<file path="config.mk">
export PLATFORM = sky130hd
export DESIGN_NAME = load_store_unit
export DESIGN_NICKNAME = d
export VERILOG_FILES = /design/src/rtl/load_store_unit_pkg.sv /design/src/rtl/lsu_lane.sv /design/src/rtl/load_store_unit.sv
export SDC_FILE = /design/constraint.sdc
export NUM_CORES = 1
export LEC_CHECK = 0
export BUFFER_PORTS_ARGS = -buffer_cell sky130_fd_sc_hd__buf_2
export CAP_MARGIN = 5
export CORE_MARGIN = 2
export CORE_UTILIZATION = 52
export DETAILED_ROUTE_END_ITERATION = 8
export PLACE_DENSITY = 0.81
export SYNTH_ARGS = -nofsm -noshare
export SYNTH_HDL_FRONTEND = slang
export SYNTH_SLANG_ARGS = --single-unit
</file>
<file path="constraint.sdc">
create_clock -name clk -period 3.1 [get_ports clk]
set_input_delay 0.62 -clock clk [delete_from_list [all_inputs] [get_ports clk]]
set_output_delay 0.62 -clock clk [all_outputs]
set_load 0.05 [all_outputs]
</file>
<file path="src/rtl/load_store_unit_pkg.sv">
// Shared core definitions for the load/store path: RV32I funct3 width codes,
// LSU state encodings, the memory word-access code and the access-legality check.
// Latency: n/a (package). Backpressure: n/a.
package load_store_unit_pkg;

    // RV32I load/store width codes (funct3)
    localparam logic [2:0] F3_B  = 3'b000;
    localparam logic [2:0] F3_H  = 3'b001;
    localparam logic [2:0] F3_W  = 3'b010;
    localparam logic [2:0] F3_BU = 3'b100;
    localparam logic [2:0] F3_HU = 3'b101;

    // The memory port only ever sees whole-word accesses
    localparam logic [2:0] MEM_WORD = 3'b010;

    // LSU FSM state encodings
    typedef logic [1:0] lsu_state_t;
    localparam lsu_state_t ST_IDLE  = 2'd0;
    localparam lsu_state_t ST_READ  = 2'd1;
    localparam lsu_state_t ST_WRITE = 2'd2;
    localparam lsu_state_t ST_RESP  = 2'd3;

    // 1 when the request must be rejected without touching memory:
    // halfwords need addr[0]=0, words need addr[1:0]=0, stores only have
    // codes 000..010, loads have no 011/110/111.
    function automatic logic lsu_access_err(input logic       store,
                                            input logic [2:0] funct3,
                                            input logic [1:0] addr_lo);
        logic err;
        err = 1'b0;
        case (funct3)
            F3_B:    err = 1'b0;
            F3_H:    err = addr_lo[0];
            F3_W:    err = |addr_lo;
            F3_BU:   err = store;
            F3_HU:   err = store | addr_lo[0];
            default: err = 1'b1;
        endcase
        return err;
    endfunction

endpackage

</file>
<file path="src/rtl/lsu_lane.sv">
// Byte-lane steering: extracts/extends load data and merges sub-word store data.
// Latency: purely combinational. Backpressure: none.
// Ports: funct3/addr_lo select the lane, mem_word is the memory word,
//        wdata the store data; load_data is the extended result, store_word the merged word.
module lsu_lane (
    input  logic [2:0]  funct3,
    input  logic [1:0]  addr_lo,
    input  logic [31:0] mem_word,
    input  logic [31:0] wdata,
    output logic [31:0] load_data,
    output logic [31:0] store_word
);
    import load_store_unit_pkg::*;

    logic [7:0]  byte_sel;
    logic [15:0] half_sel;

    always_comb begin
        byte_sel = mem_word[7:0];
        case (addr_lo)
            2'd0:    byte_sel = mem_word[7:0];
            2'd1:    byte_sel = mem_word[15:8];
            2'd2:    byte_sel = mem_word[23:16];
            default: byte_sel = mem_word[31:24];
        endcase
        half_sel = addr_lo[1] ? mem_word[31:16] : mem_word[15:0];
    end

    always_comb begin
        load_data = mem_word;
        case (funct3)
            F3_B:    load_data = {{24{byte_sel[7]}}, byte_sel};
            F3_H:    load_data = {{16{half_sel[15]}}, half_sel};
            F3_BU:   load_data = {24'h0, byte_sel};
            F3_HU:   load_data = {16'h0, half_sel};
            default: load_data = mem_word;
        endcase
    end

    // Word stores pass wdata straight through; sub-word stores patch one lane
    // of the word fetched by the preceding read.
    always_comb begin
        store_word = wdata;
        case (funct3)
            F3_B: begin
                store_word = mem_word;
                case (addr_lo)
                    2'd0:    store_word[7:0]   = wdata[7:0];
                    2'd1:    store_word[15:8]  = wdata[7:0];
                    2'd2:    store_word[23:16] = wdata[7:0];
                    default: store_word[31:24] = wdata[7:0];
                endcase
            end
            F3_H: begin
                store_word = mem_word;
                if (addr_lo[1]) store_word[31:16] = wdata[15:0];
                else            store_word[15:0]  = wdata[15:0];
            end
            default: store_word = wdata;
        endcase
    end

endmodule

</file>
<file path="src/rtl/load_store_unit.sv">
// Multicycle load/store unit: word-aligned memory accesses, RMW for sub-word stores.
// Latency (MEM_LATENCY=1): error 1, SW 2, load 3, SB/SH 4 cycles; +MEM_LATENCY-1 per read.
// Backpressure: one request at a time; req_ready is low from accept until the response strobe.
// Ports: req_* request handshake, rsp_* one-cycle response, mem_* word-wide memory data port.
module load_store_unit #(
    parameter int MEM_LATENCY = 1
) (
    input  logic        clk,
    input  logic        reset,
    input  logic        req_valid,
    output logic        req_ready,
    input  logic        req_store,
    input  logic [2:0]  req_funct3,
    input  logic [31:0] req_addr,
    input  logic [31:0] req_wdata,
    output logic        rsp_valid,
    output logic [31:0] rsp_rdata,
    output logic        rsp_misaligned,
    output logic [31:0] mem_address,
    output logic [2:0]  mem_funct3,
    output logic        mem_wren,
    output logic [31:0] mem_data_in,
    input  logic [31:0] mem_data_out
);
    import load_store_unit_pkg::*;

    // READ lasts MEM_LATENCY+1 cycles; the counter runs 0..MEM_LATENCY
    localparam logic [2:0] READ_LAST = 3'(MEM_LATENCY);

    lsu_state_t  state;
    logic        store_q;
    logic [2:0]  funct3_q;
    logic [31:0] addr_q;
    logic [31:0] wdata_q;
    logic [31:0] word_q;
    logic [2:0]  cnt_q;

    logic [31:0] lane_word;
    logic [31:0] load_data;
    logic [31:0] store_word;
    logic        acc_err;

    assign acc_err = lsu_access_err(req_store, req_funct3, req_addr[1:0]);

    // Loads extract from the word arriving on the final READ edge; store
    // merges work on the word captured at that edge.
    assign lane_word = (state == ST_WRITE) ? word_q : mem_data_out;

    lsu_lane u_lane (
        .funct3     (funct3_q),
        .addr_lo    (addr_q[1:0]),
        .mem_word   (lane_word),
        .wdata      (wdata_q),
        .load_data  (load_data),
        .store_word (store_word)
    );

    assign req_ready   = (state == ST_IDLE);
    assign rsp_valid   = (state == ST_RESP);
    assign mem_funct3  = MEM_WORD;
    assign mem_address = (state == ST_READ || state == ST_WRITE) ? {addr_q[31:2], 2'b00} : 32'h0;
    // Gated by reset directly so a reset landing in WRITE never commits the write
    assign mem_wren    = (state == ST_WRITE) && !reset;
    assign mem_data_in = (state == ST_WRITE) ? store_word : 32'h0;

    always_ff @(posedge clk) begin
        if (reset) begin
            state          <= ST_IDLE;
            store_q        <= 1'b0;
            funct3_q       <= 3'b0;
            addr_q         <= 32'h0;
            wdata_q        <= 32'h0;
            word_q         <= 32'h0;
            cnt_q          <= 3'd0;
            rsp_rdata      <= 32'h0;
            rsp_misaligned <= 1'b0;
        end else begin
            case (state)
                ST_IDLE: begin
                    if (req_valid) begin
                        store_q  <= req_store;
                        funct3_q <= req_funct3;
                        addr_q   <= req_addr;
                        wdata_q  <= req_wdata;
                        cnt_q    <= 3'd0;
                        if (acc_err) begin
                            state          <= ST_RESP;
                            rsp_rdata      <= 32'h0;
                            rsp_misaligned <= 1'b1;
                        end else if (req_store && req_funct3 == F3_W) begin
                            state <= ST_WRITE;
                        end else begin
                            state <= ST_READ;
                        end
                    end
                end
                ST_READ: begin
                    if (cnt_q == READ_LAST) begin
                        word_q <= mem_data_out;
                        if (store_q) begin
                            state <= ST_WRITE;
                        end else begin
                            state          <= ST_RESP;
                            rsp_rdata      <= load_data;
                            rsp_misaligned <= 1'b0;
                        end
                    end else begin
                        cnt_q <= cnt_q + 3'd1;
                    end
                end
                ST_WRITE: begin
                    state          <= ST_RESP;
                    rsp_rdata      <= 32'h0;
                    rsp_misaligned <= 1'b0;
                end
                default: state <= ST_IDLE;
            endcase
        end
    end

endmodule

</file>
==> Yosys cells after proc, flatten, opt, wreduce, memory -nomap -nowiden <==
Index checks and enable logic that the tools add are counted.
{ "word_totals": {"register_bits": 138, "in_bits": 103, "out_inout_bits": 103, "elab_cells": 79} }
{ "classes": {"addsub": 1, "eq_ne": 18, "mux": 33, "n_bitwise": 1, "n_reduce_logical": 17} }
{ "ops": {"columns": ["operator", "n"], "rows": [
  ["two-way mux 32 bit", 7],
  ["case mux 32 bit (4 select lines)", 1],
  ["case mux 32 bit (3 select lines)", 1],
  ["case mux 32 bit (2 select lines)", 1],
  ["two-way mux 16 bit", 3],
  ["two-way mux 8 bit", 4],
  ["case mux 8 bit (3 select lines)", 1],
  ["== test 3 bit (second input constant)", 4],
  ["== test 3 x 1 -> 1 bit (second input constant)", 3],
  ["two-way mux 2 bit", 4],
  ["== test 2 bit (second input constant)", 3],
  ["logical NOT 3 bit", 2],
  ["two-way mux 3 bit", 2],
  ["inequality test 2 bit (second input constant)", 3],
  ["case mux 2 bit (3 select lines)", 1],
  ["case mux 3 bit (2 select lines)", 1],
  ["AND reduction 2 bit", 3],
  ["two-way mux 1 bit", 5],
  ["case mux 1 bit (5 select lines)", 1],
  ["AND reduction 5 bit", 1],
  ["== test 2 x 1 -> 1 bit (second input constant)", 2],
  ["logical NOT 2 bit", 2],
  ["inequality test 2 x 1 -> 1 bit (second input constant)", 2],
  ["adder 3 x 1 -> 3 bit (second input constant)", 1],
  ["11 further kinds", 12]
]} }

==> Longest topological paths before layout <==
Gate-level depths: netlist of the first run.
{ "logic_depth": {"word_depth": 7, "depth_mapped": 10, "ltp_nobuf": 7} }

==> Modules after synthesis <==
From an unflattened synthesis of the first run, not the netlist that was laid out.
{ "hier_totals": {"cells_unflattened": 907, "hier_area_um2": 7054.3} }
{ "modules_own_cells": {"columns": ["mod", "instances", "cells_each", "area_each_um2", "seq_area_each_um2"], "rows": [
  ["load_store_unit", 1, 672, 5694.2, 2762.6],
  ["lsu_lane", 1, 235, 1360.1, 0.0]
]} }

==> Worst setup path before layout of the first run <==
No wires, ideal clock.
{ "synth_path": {"kind": "register to output", "from": "reg state[0]", "to": "out mem_data_in[23]", "arrival_ns": 2.781, "t_required_ns": 2.480, "slack_ns": -0.301, "stages_incl_launch_ff": 9, "n_path_buf": 4, "cell_sequence": "dfxtp_1 inv_1 ha_1 buf_6 buf_2 buf_2 clkbuf_1 inv_1 a211oi_1"} }
{ "synth_between": {"elab_chain_cells": 5} }
{ "synth_lines": {"columns": ["element", "line_no", "rtl"], "rows": [
  ["from (decl)", "load_store_unit.sv:30", "lsu_state_t state;"],
  ["from (signal assigned)", "load_store_unit.sv:68", "state <= ST_IDLE;"],
  ["from (signal assigned)", "load_store_unit.sv:87", "state <= ST_RESP;"],
  ["from (signal assigned)", "load_store_unit.sv:91", "state <= ST_WRITE;"],
  ["== test 2 bit (*)", "load_store_unit.sv:47, load_store_unit.sv:64", null],
  ["two-way mux 32 bit", "load_store_unit.sv:47", "assign lane_word = (state == ST_WRITE) ? word_q : mem_data_out;"],
  ["two-way mux 16 bit / two-way mux 8 bit (equally long branches)", "lsu_lane.sv:56, lsu_lane.sv:47", null],
  ["case mux 32 bit (2 select lines)", "lsu_lane.sv:44", "case (funct3)"],
  ["two-way mux 32 bit (*)", "load_store_unit.sv:64", "assign mem_data_in = (state == ST_WRITE) ? store_word : 32'h0;"],
  ["to (decl)", "load_store_unit.sv:22", "output logic [31:0] mem_data_in,"]
]} }
Mark *: on every way between the ends. The rest lies on a longest branch, timed or not.

==> Worst setup path after layout of the first run <==
{ "layout_path": {"from": "reg state[0]", "to": "out mem_data_in[26]"} }
Same word-level chain as after synthesis.

==> summary.txt, run 1 <==
Synthesis
  • Number of flops mapped to enable cells by yosys: 0
  • Synthesized instance count: approximately 860
  • Synth top area cells: dfxtp_1 (41%), nand2_1 (14%), a21oi_1 (8.5%)
  • Synthesized area: between 0.006 and 0.007 mm^2
  • Post-synthesis sequential area ratio: 0.406
  • Most used DFF post-synth: dfxtp_1
  • Cell taking the most area after synthesis: dfxtp_1
  • Synth cell types: 50
  • Yosys reg bits: 138
  • Top-area cell type share of the netlist area: 0.406
  • YS warnings: 0
  • Average size of a mapped cell: just under 8 um^2
  • Ys async rst share: 0

GRT
  • Largest net degree at the start of global routing: 61
  • First-pass GRT wire length: about 32 mm
  • Initial antenna violation count: 1
  • Grt ovf: 0
  • Number of global-route vias before repair: ~6300
  • Gr usage total: 0.284

Timing
  • Tmin final: approximately 3000 ps
  • Worst-margin pin slew: ~620 ps
  • Slew margin rel.: 0.581
  • Setup-failing EPs final: 0
  • RSZ-0062 raised after global routing: false
  • Max Transition Viols Final: 0
  • Max frequency: 330 MHz
  • Period utilisation layout: 0.976
  • Final setup skew: about 10 ps
  • Final setup TNS: 0 ps
  • Hold Violations, Final: 0
  • Worst setup margin: approximately 73 ps

Critical path
  • R2R depth: 7
  • Startpoint types: flip-flop
  • Worst Path Required: between 2000 and 2500 ps
  • CP arrival: 2410 ps
  • Worst setup EP type: primary output
  • Critical Setup Path Class: flip-flop to primary output
  • Worst-path fanout max: 29

Detailed routing
  • DRC: 0
  • Drt wl/cell: between 15 and 20 um
  • Post-route ant nets: 0
  • DR vias: slightly below 7000
  • DRT iter0 DRCs: 802
  • DRT Pass-1 Iters: 7
  • Vias per cell: approximately 5.7
  • Total Wirelength: between 20 and 25 mm

Run
  • Max_cap viols: 0

Place
  • DP Cell Count: between 1000 and 1500
  • Final GP Congestion: 0.883
  • Buffers on Ports: 200
  • HPWL Detailed: roughly 14 mm
  • Pre-CTS setup slack: roughly 300 ps

CTS
  • H-tree Lvls: 4
  • Worst-path clk slew: around 60 ps
  • Clock Sinks: roughly 140
  • CTS root buffer: clkbuf_16
  • Clk buf depth: 2
  • CTS tree: yes
  • Number of CTS-inserted buffers: 17
  • Hold Buf Count CTS: 0
  • Clk Latency, worst-skew pair: 420 ps

Pwr
  • Pleak: 0.00375 uW
  • Highest ir drop seen on vdd: about 0.00055 V
  • Pwr Total: slightly above 7000 uW
  • PwrDens: approximately 840 mW/mm^2

Cells and area
  • Area Overhead vs Synth: 23.7%
  • Fillers: around 1100
  • Fin cells: 1209
  • Layout net count: about 1100
  • Share of post-route cells with drive strength above 1: 0.262

Die
  • Initial Utilization: 0.536
  • Die area: ~0.014 mm^2
  • Die Y: approximately 120 um
  • Chip Width: approximately 120 um
  • Core Footprint: about 0.013 mm^2
  • Row cnt: 41
  • Top Ports: approximately 210

Worst hold path
  • Worst hold path class: input pin to flip-flop
  • Hold path cells: 3

Run status
  • Status: finished, final reports clean
## cell usage after synthesis (2+ instances only)
cell,instances
buf_1,4
o21a_1,2
nand3b_1,3
ha_1,6
nand2b_1,4
buf_2,5
o211a_1,7
o211ai_1,3
a21o_1,9
buf_4,5
dfxtp_1,138
buf_6,2
conb_1,2
nor2_1,18
a22oi_1,16
a21oi_4,2
nor3_1,4
a2bb2oi_1,5
a21oi_1,115
and2_1,40
o21ai_0,9
mux2i_1,43
clkbuf_1,58
o21ai_1,2
a31oi_1,2
a22o_1,17
or3_1,2
o221ai_1,7
nor2b_1,12
inv_1,10
a221oi_1,16
nand2_1,254
o22ai_1,9
mux2_2,15
## cells in the final DEF (no fill, tap or decap), types with 4 or more instances in the layout
master and count:
a21o_1 9, a21oi_1 115, a221oi_1 16, a22o_1 17, a22oi_1 16, a2bb2oi_1 5, and2_1 38, buf_2 199
buf_4 18, clkbuf_1 5, clkbuf_16 17, conb_1 5, dfxtp_1 138, ha_1 5, inv_1 10, mux2_2 15
mux2i_1 40, nand2_1 253, nand2b_1 4, nor2_1 18, nor2b_1 12, nor3_1 4, o211a_1 7, o21ai_0 9
o221ai_1 7, o22ai_1 9
## state kept, by name, summed over array words and instances, names as in the netlist
register	cells
funct3_q	3
store_q	1
word_q	32
state	2
wdata_q	32
rsp_misaligned	1
rsp_rdata	32
cnt_q	3
addr_q	32
## cell families (layout without fill, tap and decap cells)
family / count (synthesis) / in the layout / synth area share
compound gates: 227 / 227 / 0.217
xor+xnor: 2 / 2 / 0.00258
fa+ha+maj: 6 / 6 / 0.0110
buf+inv: 84 / 255 / 0.0523
flops: 138 / 138 / 0.406
mux: 59 / 59 / 0.0915
other cells: 2 / 6 / 0.00110
simple gates: 344 / 344 / 0.218
## layer usage
layer | wire (um) | GRT usage
met2 | 9410 | 0.444
met4 | 397 | 0.0881
met5 | 0 | 0
met3 | 1940 | 0.0792
met1 | 8750 | 0.382
## repair_timing
item / in CTS / in global routing
pin swaps: 0 / 0
gates resized for setup: 2 / 4
setup buffers: 0 / 0
setup endpoints to repair: 9 / 10
hold endpoints to repair: 0 / 0
## worst max-delay path: stages (launching register included)
cell and delay [ps]:
dfxtp_1 340, inv_1 120, ha_4 410, mux2i_1 510, a221oi_1 160, a21oi_1 160
nor2_1 60, buf_2 220
## worst paths after layout
kind,from,to,slack (ps)
max,state[0],mem_data_in[26],70
min,req_addr[23],addr_q[23],440
max reg2reg,state[0],rsp_rdata[18],480
min reg2reg,rsp_rdata[3],rsp_rdata[3],440
## per-stage QoR
step | cell area [um^2] | hold slack [ps] | utilization
finish | 8410 | 437 | 0.664
global route | 8410 | 437 | 0.664
CTS | 8390 | 427 | 0.662
detailed placement | 7870 | 434 | 0.621
global placement | 7870 | 427 | 0.621
floorplan | 6810 | 432 | -
## report_power, final
group | internal [uW] | switching, uW
logic | 943 | 2120
registers | 2030 | 205
clock network | 1100 | 696
total | 4070 | 3020
## layout make-up
class / instances / area (um^2) / share of cell area
flip-flops and latches: 138 / 2760 / 0.329
well taps: 172 / 215 / 0.0256
diodes: 1 / 2.50 / 0.000298
repair buffers: 218 / 1150 / 0.137
multi-input cells: 643 / 3730 / 0.444
clock buffers: 23 / 458 / 0.0545
inverters: 10 / 37.5 / 0.00446
clock inverters: 4 / 47.5 / 0.00565
No activity file was read; power rests on OpenSTA's default activity.
==> run 2, diff against run 1 <==
--- a/config.mk
+++ b/config.mk
@@ -8,9 +8,9 @@
 export BUFFER_PORTS_ARGS = -buffer_cell sky130_fd_sc_hd__buf_2
 export CAP_MARGIN = 5
 export CORE_MARGIN = 2
-export CORE_UTILIZATION = 52
+export CORE_UTILIZATION = 56
 export DETAILED_ROUTE_END_ITERATION = 8
-export PLACE_DENSITY = 0.81
+export PLACE_DENSITY = 0.86
 export SYNTH_ARGS = -nofsm -noshare
 export SYNTH_HDL_FRONTEND = slang
 export SYNTH_SLANG_ARGS = --single-unit
==> constraint.sdc (replaced) <==
create_clock -name clk -period 3.66 [get_ports clk]
set_input_delay 0.732 -clock clk [delete_from_list [all_inputs] [get_ports clk]]
set_output_delay 0.732 -clock clk [all_outputs]
set_load 0.05 [all_outputs]
==> summary.txt, run 2 (synthesized netlist as in run 1, its figures left out) <==
Run status
  • Status: finished, final reports clean

Detailed routing
  • DRT Pass-1 Iters: 5
  • DRT iter0 DRCs: approximately 770
  • DR vias: 6921
  • Total Wirelength: approximately 20 mm
  • DRC: 0
  • Post-route ant nets: 0
  • Drt wl/cell: approximately 17 um
  • Vias per cell: a little under 6

Critical path
  • Worst setup EP type: primary output
  • Critical Setup Path Class: flip-flop to primary output
  • Startpoint types: flip-flop
  • R2R depth: 7
  • CP arrival: around 2800 ps
  • Origin of the critical flop-to-flop path: state[0]
  • Register-to-register setup slack: 590 ps
  • Reg2reg end: rsp_rdata[19]
  • Worst-path fanout max: 33
  • Worst Path Required: a little under 3000 ps

GRT
  • Largest net degree at the start of global routing: 64
  • Grt ovf: 0
  • Initial antenna violation count: 0
  • Gr usage total: 0.311
  • Number of global-route vias before repair: roughly 6300
  • First-pass GRT wire length: approximately 32 mm

Timing
  • Worst-margin pin slew: ~900 ps
  • Setup-failing EPs final: 0
  • Hold Violations, Final: 0
  • Slew margin rel.: 0.400
  • Hold WS: ~440 ps
  • Tmin final: about 3500 ps
  • Max frequency: between 200 and 300 MHz
  • Final setup skew: between 6 and 7 ps
  • RSZ-0062 raised after global routing: false
  • Final setup TNS: 0 ps
  • Max Transition Viols Final: 0
  • Period utilisation layout: 0.967

Pwr
  • Pleak: 0.00379 uW
  • Highest ir drop seen on vdd: about 0.00056 V
  • PwrDens: ~750 mW/mm^2
  • Pwr Total: about 6300 uW

CTS
  • H-tree Lvls: 4
  • CTS root buffer: clkbuf_16
  • Clk Latency, worst-skew pair: 430 ps
  • Hold Buf Count CTS: 0
  • Worst-path clk slew: approximately 60 ps
  • CTS tree: yes
  • Number of CTS-inserted buffers: 17
  • Post-cts repair resize count: 0
  • Clock Sinks: 138
  • Clk buf depth: 2
  • Number of setup buffers added after CTS: 0

Die
  • Row cnt: 40
  • Initial Utilization: 0.571
  • Die Y: 114 um
  • Chip Width: approximately 110 um
  • Top Ports: about 200
  • Die area: about 0.013 mm^2
  • Core Footprint: approximately 0.012 mm^2

Cells and area
  • Antenna cells: 0
  • Area Overhead vs Synth: 24.4%
  • Share of post-route cells with drive strength above 1: 0.261
  • Most frequent cells in the layout: nand2_1 (253), buf_2 (199), dfxtp_1 (138), a21oi_1 (115), mux2i_1 (43)
  • Commonest non-fill, non-tap cell in the layout: nand2_1
  • Layout net count: between 1000 and 1500

Run
  • Max_cap viols: 0

Worst hold path
  • Hold path cells: 2
  • Hold_sp: rsp_rdata[5]
  • Worst hold path class: flip-flop to flip-flop
  • WHS Endpoint: rsp_rdata[5]

Place
  • HPWL Detailed: 14.1 mm
  • Final GP Congestion: ~0.94
  • Buffers on Ports: 200
[run 2: cell count changes in the layout (fill, tap and decap cells not counted), sizes merged]
cell / change
bufinv: +4
buf: -4
clkbuf: -3
diode: -1
clkinvlp: +1
clkinv: +2
[run 2: final cells by class]
type,instances,area [um^2]
Tap cell,147,184
Timing Repair Buffer,214,1110
Sequential cell,138,2760
Multi-Input combinational cell,643,3700
Clock buffer,20,467
Inverter,10,37.5
Fill cell,965,3460
Clock inverter,11,193
[run 2: critical path, stage by stage, from the launching register on]
cell      delay, ps
dfxtp_1         340
inv_1            90
ha_2            780
mux2i_1         280
a221oi_1        310
a21oi_1          90
nor2b_1         190
buf_2           290
[run 2: worst max-delay path by stage]
stage / start / end / slack [ps] / cells past startpoint
6_report: state[0] / mem_data_in[31] / 120 / 7
5_1_grt: state[0] / mem_data_in[30] / 5 / 7
4_1_cts: state[0] / mem_data_in[29] / 200 / 7
3_5_place_dp: state[0] / mem_data_in[29] / 670 / 7
3_3_place_gp: state[0] / mem_data_in[29] / 720 / 7
2_1_floorplan: state[0] / mem_data_in[23] / 150 / 8
[run 2: power by group]
| group | total, uW | switching, uW | internal, uW |
|---|---|---|---|
| clock | 1920 | 659 | 1260 |
| combinational | 2540 | 1780 | 761 |
| sequential | 1890 | 169 | 1720 |
| total | 6350 | 2610 | 3740 |
[run 2: layer usage]
layer	part of all wire	wire [um]	track usage	vias to the layer above
met5	0	0	0	-
met4	0.026	530	0.114	0
met3	0.10	2080	0.0873	49
met2	0.47	9690	0.499	399
met1	0.40	8160	0.402	3205
li1	-	-	-	3268
[run 2: through the flow]
stage	cell area (um^2)	utilization	instances	setup WS (ps)
finish	8450	0.710	1183	121
global route	8450	0.710	1183	5.38
CTS	8450	0.710	1183	202
detailed placement	7790	0.654	1152	667
global placement	7790	0.654	1152	717
floorplan	6810	-	865	147
==> run 3, diff against run 2 <==
--- a/config.mk
+++ b/config.mk
@@ -11,6 +11,8 @@
 export CORE_UTILIZATION = 56
 export DETAILED_ROUTE_END_ITERATION = 8
 export PLACE_DENSITY = 0.86
+export RECOVER_POWER = 25
+export SKIP_LAST_GASP = 1
 export SYNTH_ARGS = -nofsm -noshare
 export SYNTH_HDL_FRONTEND = slang
 export SYNTH_SLANG_ARGS = --single-unit
==> summary.txt, run 3 (synthesized netlist as in run 1, its figures left out) <==
Timing
  • Slew margin rel.: -0.0197
  • Final setup skew: between 6 and 7 ps
  • Hold Violations, Final: 0
  • Max frequency: about 280 MHz
  • Final setup TNS: 0 ps
  • Period utilisation layout: 0.962
  • Worst setup margin: approximately 140 ps
  • RSZ-0062 raised after global routing: false
  • Setup-failing EPs final: 0
  • Tmin final: about 3500 ps
  • Max Transition Viols Final: 33
  • Worst-margin pin slew: about 1500 ps

Detailed routing
  • DRC: 0
  • Drt wl/cell: approximately 17 um
  • DR vias: 6914
  • Total Wirelength: slightly above 20 mm
  • DRT iter0 DRCs: ~790
  • DRT Pass-1 Iters: 6
  • Post-route ant nets: 0
  • Vias per cell: slightly below 6

Die
  • Die area: between 0.01 and 0.015 mm^2
  • Chip Width: ~110 um
  • Row cnt: 40
  • Initial Utilization: 0.571
  • Top Ports: roughly 200
  • Die Y: about 110 um
  • Core Footprint: 0.0119 mm^2

Critical path
  • Worst setup EP type: primary output
  • CP peak stage delay: 780 ps
  • CP arrival: around 2800 ps
  • Worst-path fanout max: 33
  • Critical path buffers and inverters: 2
  • Critical path cell sequence: inv_1 > ha_2 > mux2i_1 > a221oi_1 > a21oi_1 > nor2b_1 > buf_2
  • Critical Setup Path Class: flip-flop to primary output
  • Cell family with most CP delay: adder cells
  • Startpoint types: flip-flop
  • Critical-path top delay cell: ha_2
  • Worst Path Required: between 2000 and 3000 ps

GRT
  • First-pass GRT wire length: ~32 mm
  • GR Util met1: 0.402
  • Grt ovf: 0
  • Gr usage total: 0.311
  • Largest net degree at the start of global routing: 64
  • Met2 usage: 0.499
  • Met3 usage: 0.0873
  • Number of global-route vias before repair: around 6300
  • Initial antenna violation count: 0
  • GRT busiest layer: met2

CTS
  • CTS root buffer: clkbuf_16
  • Number of setup buffers added after CTS: 0
  • Clock Sinks: 138
  • Worst-path clk slew: about 60 ps
  • Post-cts repair resize count: 0
  • CTS tree: yes
  • Clk Latency, worst-skew pair: 430 ps
  • Number of CTS-inserted buffers: 17
  • Hold Buf Count CTS: 0
  • Clk buf depth: 2
  • H-tree Lvls: 4

Place
  • Pre-CTS setup slack: 667 ps
  • Buffers on Ports: 200
  • Final GP Congestion: 0.943
  • HPWL Detailed: 14.1 mm

Cells and area
  • Most frequent cells in the layout: nand2_1 (253), buf_2 (166), dfxtp_1 (138), a21oi_1 (115), mux2i_1 (43)
  • Layout net count: approximately 1100
  • Area Overhead vs Synth: 23.7%
  • Final core utilization: 0.706
  • Share of post-route cells with drive strength above 1: 0.228
  • Antenna cells: 0
  • Commonest non-fill, non-tap cell in the layout: nand2_1

Run status
  • Status: complete, but fails checks
  • Violated checks: capacitance limit, slew limit

Pwr
  • Sequential Power Share: 0.299
  • Highest ir drop seen on vdd: approximately 0.00056 V
  • P_int: approximately 3700 uW
  • PwrDens: between 700 and 800 mW/mm^2
  • Clk pwr share: 0.303
  • Pleak: 0.00364 uW
  • Gate power share: 0.398
  • Psw: between 2000 and 3000 uW
  • Switching share of power: 0.412
  • Pwr Total: about 6300 uW

Run
  • Max_cap viols: 1

Worst hold path
  • Worst hold path class: flip-flop to flip-flop
[run 3: cell count changes in the layout (fill, tap and decap cells not counted), sizes merged]
cell / previous run / this run
buf: 214 / 180
clkbuf: 20 / 54
[run 3: through the flow]
stage | hold WS [ps] | instance area [um^2] | std cells
after floorplan | 432 | 6810 | 865
after global placement | 427 | 7790 | 1152
after detailed placement | 432 | 7790 | 1152
after CTS | 442 | 8450 | 1183
after global routing | 462 | 8410 | 1183
final | 441 | 8410 | 1183
[run 3: layer usage]
metal | up-vias | part of all wire | wire (um)
li1 | 3267 | - | -
met1 | 3192 | 0.40 | 8220
met2 | 392 | 0.47 | 9600
met3 | 63 | 0.10 | 2070
met4 | 0 | 0.030 | 607
met5 | - | 0 | 0
[run 3: path summary, 6_finish.rpt]
kind,to,slack (ps),cells past startpoint,from
worst max register to register,rsp_rdata[19],600,7,state[0]
worst min register to register,rsp_rdata[5],440,2,rsp_rdata[5]
worst min-delay path,rsp_rdata[5],440,2,rsp_rdata[5]
worst max-delay path,mem_data_in[31],140,7,state[0]
[run 3: power groups by stage]
stage / combinational [uW] / sequential [uW] / clock, uW
final: 2520 / 1890 / 1920
after global routing: 2710 / 1910 / 1990
after CTS: 2510 / 1880 / 1920
after detailed placement: 2490 / 1910 / 0
after global placement: 2470 / 1900 / 0
after floorplan: 1790 / 2030 / 0
[run 3: final cells by class]
type,instances,area (um^2)
Sequential cell,138,2760
Clock buffer,20,467
Tap cell,147,184
Clock inverter,11,193
Inverter,10,37.5
Timing Repair Buffer,214,1060
Multi-Input combinational cell,643,3700
Fill cell,989,3500
[run 3: worst register-to-register path, delay by kind of cell (launching register included)]
kind,cells,cell delay (ps)
fa+ha+maj,1,780
mux,2,990
flops,1,340
buf+inv,1,90
compound gates,3,750
